File: src/rtl/mac_pkg.sv
// Shared definitions for the MAC datapath: accumulator FSM state encoding
// and the default product/accumulator widths.
package mac_pkg;

  localparam logic [1:0] ST_IDLE  = 2'd0;
  localparam logic [1:0] ST_ACCUM = 2'd1;
  localparam logic [1:0] ST_DONE  = 2'd2;

  typedef enum logic [1:0] {
    S_IDLE  = ST_IDLE,
    S_ACCUM = ST_ACCUM,
    S_DONE  = ST_DONE
  } state_t;

  localparam int DEF_PROD_W = 64;
  localparam int DEF_ACC_W  = 72;

endpackage

File: src/rtl/product_accumulator_sat_adder.sv
// Combinational W-bit signed adder that clamps to the representable range
// and flags when a clamp happened.
module sat_adder #(
  parameter int W = 72
) (
  input  logic signed [W-1:0] a,
  input  logic signed [W-1:0] b,
  output logic signed [W-1:0] sum,
  output logic                sat
);

  logic signed [W:0] w_full;

  assign w_full = {a[W-1], a} + {b[W-1], b};

  // Differing top two bits of the W+1-bit sum mean the true result left the W-bit range.
  always_comb begin
    sat = 1'b0;
    sum = w_full[W-1:0];
    if (w_full[W] != w_full[W-1]) begin
      sat = 1'b1;
      sum = w_full[W] ? {1'b1, {(W-1){1'b0}}} : {1'b0, {(W-1){1'b1}}};
    end
  end

endmodule

File: src/rtl/product_accumulator.sv
// Accumulates blocks of up to LEN signed products into a saturating ACC_W-bit
// sum and presents each block result over a valid/ready port.
module product_accumulator
  import mac_pkg::*;
#(
  parameter int PROD_W = DEF_PROD_W,
  parameter int ACC_W  = DEF_ACC_W,
  parameter int LEN    = 8,
  parameter int CNT_W  = 8
) (
  input  logic                    clk,
  input  logic                    rst,
  input  logic                    prod_valid,
  output logic                    prod_ready,
  input  logic [PROD_W-1:0]       prod_data,
  input  logic                    prod_last,
  output logic                    res_valid,
  input  logic                    res_ready,
  output logic signed [ACC_W-1:0] res_data,
  output logic [CNT_W-1:0]        res_count,
  output logic                    res_ovf
);

  state_t                    r_state;
  logic signed [ACC_W-1:0]   r_acc;
  logic [CNT_W-1:0]          r_count;
  logic                      r_ovf;

  logic signed [ACC_W-1:0]   w_ext;
  logic signed [ACC_W-1:0]   w_sum;
  logic                      w_sat;
  logic [CNT_W-1:0]          w_countNext;

  assign w_ext       = ACC_W'(signed'(prod_data));
  assign w_countNext = r_count + CNT_W'(1);

  sat_adder #(
    .W(ACC_W)
  ) u_satAdder (
    .a   (r_acc),
    .b   (w_ext),
    .sum (w_sum),
    .sat (w_sat)
  );

  // Handshake strobes depend on state only; both are forced low while reset is held.
  assign prod_ready = !rst && (r_state != S_DONE);
  assign res_valid  = !rst && (r_state == S_DONE);

  assign res_data  = r_acc;
  assign res_count = r_count;
  assign res_ovf   = r_ovf;

  always_ff @(posedge clk) begin
    if (rst) begin
      r_state <= S_IDLE;
      r_acc   <= '0;
      r_count <= '0;
      r_ovf   <= 1'b0;
    end else begin
      case (r_state)
        S_IDLE: begin
          if (prod_valid) begin
            r_acc   <= w_ext;
            r_count <= CNT_W'(1);
            r_ovf   <= 1'b0;
            r_state <= (prod_last || LEN == 1) ? S_DONE : S_ACCUM;
          end
        end
        S_ACCUM: begin
          if (prod_valid) begin
            r_acc   <= w_sum;
            r_count <= w_countNext;
            r_ovf   <= r_ovf | w_sat;
            if (prod_last || w_countNext == CNT_W'(LEN)) begin
              r_state <= S_DONE;
            end
          end
        end
        S_DONE: begin
          // Result registers stay frozen here until downstream takes them.
          if (res_ready) begin
            r_state <= S_IDLE;
          end
        end
        default: r_state <= S_IDLE;
      endcase
    end
  end

endmodule

File: config.mk
export PLATFORM = sky130hd
export DESIGN_NAME = product_accumulator
export DESIGN_NICKNAME = d
export VERILOG_FILES = /design/src/rtl/mac_pkg.sv /design/src/rtl/product_accumulator_sat_adder.sv /design/src/rtl/product_accumulator.sv
export SDC_FILE = /design/constraint.sdc
export NUM_CORES = 1
export LEC_CHECK = 0
export CAP_MARGIN = 20
export CORE_ASPECT_RATIO = 0.6
export CORE_MARGIN = 2
export CORE_UTILIZATION = 53
export CTS_CLUSTER_SIZE = 40
export DETAILED_ROUTE_END_ITERATION = 12
export PLACE_DENSITY = 0.85
export SETUP_SLACK_MARGIN = 0.15
export SLEW_MARGIN = 20
export SYNTH_ARGS = -nofsm -noshare
export SYNTH_HDL_FRONTEND = slang
export SYNTH_SLANG_ARGS = --single-unit
File: constraint.sdc
create_clock -name clk -period 4.8 [get_ports clk]
set_clock_uncertainty 0.1 [all_clocks]
set_input_delay 0.96 -clock clk [delete_from_list [all_inputs] [get_ports clk]]
set_output_delay 0.96 -clock clk [all_outputs]
set_load 0.005 [all_outputs]
==> impl_metrics.env <==
export IMPL_cp_max_fo=14
export IMPL_ir_worst_vdd_mv=0.171
export IMPL_drv_slew=0
export IMPL_die_area_mm2=0.0171
export IMPL_worst_slew_pin_slew_ps=837
export IMPL_r2r_slack_ps=1000
export IMPL_buffer_ports_inserted=151
export IMPL_critical_path_startpoint_type="input pin"
export IMPL_clkTransAtPathRegs_ps=70
export IMPL_cts_tree="done"
export IMPL_share_of_synthesized_registers_carrying_an_async_set_or_reset_pct=0
export IMPL_cts_inserted_buffers=9
export IMPL_detail_route_wl_per_cell_um=20.2
export IMPL_dpl_hpwl_um=23300
export IMPL_final_seq_area_mm2=0.00166
export IMPL_post_layout_nets=1490
export IMPL_pre_repair_dr_iteration_count=7
export IMPL_synth_yosys_seq_area_share_pct=19.5
export IMPL_total_routing_usage_gr_pct=35.4
export IMPL_fp_dieH_um=102
export IMPL_design_portCount=152
export IMPL_1st_iter_drt_viols=1518
export IMPL_worst_ep_arrival_time_ps=4640
export IMPL_netlist_area_mm2=0.00851
export IMPL_synth_top_area_cell="dfxtp_1"
export IMPL_reg2reg_to="res_data[12]"
export IMPL_timing_hold_worst_endpoint="res_data[22]"
export IMPL_timing_setup_tns_ps=0
export IMPL_ys_dominant_reg_cell="dfxtp_1"
export IMPL_core_region_area_mm2=0.0155
export IMPL_finalWorstPathRequiredPeriod_ps=4520
export IMPL_worst_hold_slack_ps=402
export IMPL_die_x_um=168
export IMPL_worst_ep_required_time_ps=4920
export IMPL_routed_via_count=10400
export IMPL_post_route_cell_area_mm2=0.0110
export IMPL_syn_num_nets=1331
export IMPL_min_delay_path_depth=2
export IMPL_multi_input_comb_area_mm2=0.00646
export IMPL_worst_setup_path_end_kind="register"
export IMPL_remaining_antenna_violation_count=0
export IMPL_cap_violations=0
export IMPL_post_synth_cell_area_avg_um2=7.16
export IMPL_area_delta_synth_final_pct=28.8
export IMPL_final_core_utilization_pct=70.7
export IMPL_run_status="complete, no violations"
export IMPL_synth_cell_types=72
export IMPL_layout_filler_cells=1273
export IMPL_holdCritStartpoint="res_data[22]"
export IMPL_grt_setup_unrepaired="false"
export IMPL_finalSetupViolCount=0
export IMPL_drc_errors=0
export IMPL_antenna_cells=0
export IMPL_synth_seq_cells=83
export IMPL_place_gp_congestion=1.01
export IMPL_pwr_density_cell_mw_per_mm2=296
export IMPL_synth_edf_count=0
export IMPL_initial_cell_density_of_the_core_pct=54.9
export IMPL_antenna_violations_before_repair=0
export IMPL_first_global_vias=9191
export IMPL_placed_cell_area_mm2=0.0105
export IMPL_final_min_period_over_clock_period_pct=94.2
export IMPL_synth_warning_count=0
export IMPL_grt_start_max_net_pins=67
export IMPL_ctsHoldBuffers=0
export IMPL_path_class="in2reg"
export IMPL_gr_total_overflow=0
export IMPL_netlist_top_cells_area="dfxtp_1 (20%), ha_1 (11%), a21oi_1 (6.5%), nor2_1 (5.6%), o21ai_0 (4.6%)"
export IMPL_r2r_cells=16
export IMPL_timing_fmax_mhz=221
export IMPL_yosysMostFrequentCell="nor2_1"
export IMPL_regToRegStartpoint="res_data[0]"
export IMPL_drt_total_wl_um=31400
export IMPL_netlist_top_cells_count="nor2_1 (128), a21oi_1 (110), nand2_1 (103)"
export IMPL_synthDominantCellAreaShare_pct=19.5
export IMPL_cts_root_buffer="clkbuf_16"
export IMPL_ctsHtreeMaxLevel=3
export IMPL_wirelength_met1_um=14300
export IMPL_vias_per_cell=6.69
export IMPL_wl_met3_um=4390
export IMPL_timing_hold_violations_final=0
export IMPL_topRoutingLayerUsed="met4"
export IMPL_hp_class="reg2reg"
export IMPL_cts_num_sinks=83
export IMPL_leakagePower_uw=0.00436
export IMPL_floorplan_rows=35
export IMPL_met2_length_um=12200
export IMPL_slew_limit_headroom_pct=44.2
export IMPL_global_route_wire_length_before_repair_um=48700
export IMPL_clkLatencyLatePin_ps=350
export IMPL_postSynthCellCount=1188
export IMPL_fraction_of_final_layout_cells_sized_beyond_drive_strength_1_pct=9.17
export IMPL_cts_buffer_depth=2
export IMPL_total_power_uw=3250
==> registers in the layout, indices dropped and copies added (netlist names) <==
signal and flops:
res_data 72, res_count 8, r_state 2, res_ovf 1
==> how the worst max path moves through the flow <==
| stage | cells past startpoint | slack, ps | endpoint | start |
|---|---|---|---|---|
| after floorplan | 14 | 750 | res_data[12] | prod_data[0] |
| after global placement | 14 | 40 | res_data[45] | prod_data[9] |
| after detailed placement | 15 | -90 | res_data[58] | prod_data[0] |
| after CTS | 15 | 220 | res_data[58] | prod_data[0] |
| after global routing | 17 | 150 | res_data[65] | prod_data[0] |
| final | 17 | 280 | res_data[12] | prod_data[0] |
==> through the flow <==
step,worst slack (ps),std cells
finish,278,1555
global route,146,1555
CTS,216,1549
detailed placement,-88.8,1533
global placement,41.1,1533
floorplan,748,1188
==> worst max-delay path, stage by stage <==
cell and delay, ps:
clkdlybuf4s50_1 530, ha_1 220, inv_1 60, fa_1 380
nand2b_1 190, a21oi_1 200, o21a_1 210, a2111o_1 200
nand3_1 150, a2111oi_4 330, buf_4 200, buf_4 110
a21oi_1 70, or3_1 340, a21oi_1 160, buf_6 210
o21ai_0 120
==> report_power, final <==
part / leakage (uW) / total [uW] / internal [uW] / switching (uW)
sequential: 0.000687 / 836 / 763 / 72.8
combinational: 0.00353 / 1640 / 721 / 917
clock: 0.000143 / 776 / 458 / 318
==> placed cells by master (no fill, tap or decap), drive strengths merged, types with 16 or more instances in the layout <==
cell,count
clkdlybuf4s50,149
nor2,128
a21oi,110
nand2,103
dfxtp,83
o21ai,83
buf,80
ha,73
nor3,68
xnor2,36
a211oi,36
a221oi,35
nand3,31
a21o,28
o21a,26
nand4,26
inv,22
xor2,20
a22oi,17
nor4,16
==> what timing repair did <==
item,in CTS,in global routing
gates resized for setup,0,9
endpoints found under the setup margin,0,55
buffers inserted,0,5
==> cell type report <==
cell class | count | area share [%]
Sequential cell | 83 | 15.2
Clock inverter | 4 | 0.685
Tap cell | 203 | 2.32
Clock buffer | 12 | 2.16
Multi-Input combinational cell | 999 | 59.0
Inverter | 23 | 0.787
Timing Repair Buffer | 231 | 19.9
==> kinds of logic after synthesis <==
group | Yosys count | synth area share [%]
AOI/OAI and AO/OA | 418 | 32.9
xor gates and xnor gates | 56 | 5.76
adders and majority gates | 74 | 11.0
buffers and inverters | 106 | 5.13
DFF | 83 | 19.5
muxes | 4 | 0.470
and+or+nand+nor | 447 | 25.2
==> layer usage <==
metal,vias up,global-route usage [%]
met4,0,6.15
met1,4842,53.6
li1,4761,-
met5,-,0
met2,732,50.6
met3,67,9.26
No activity file was read; power rests on OpenSTA's default activity.
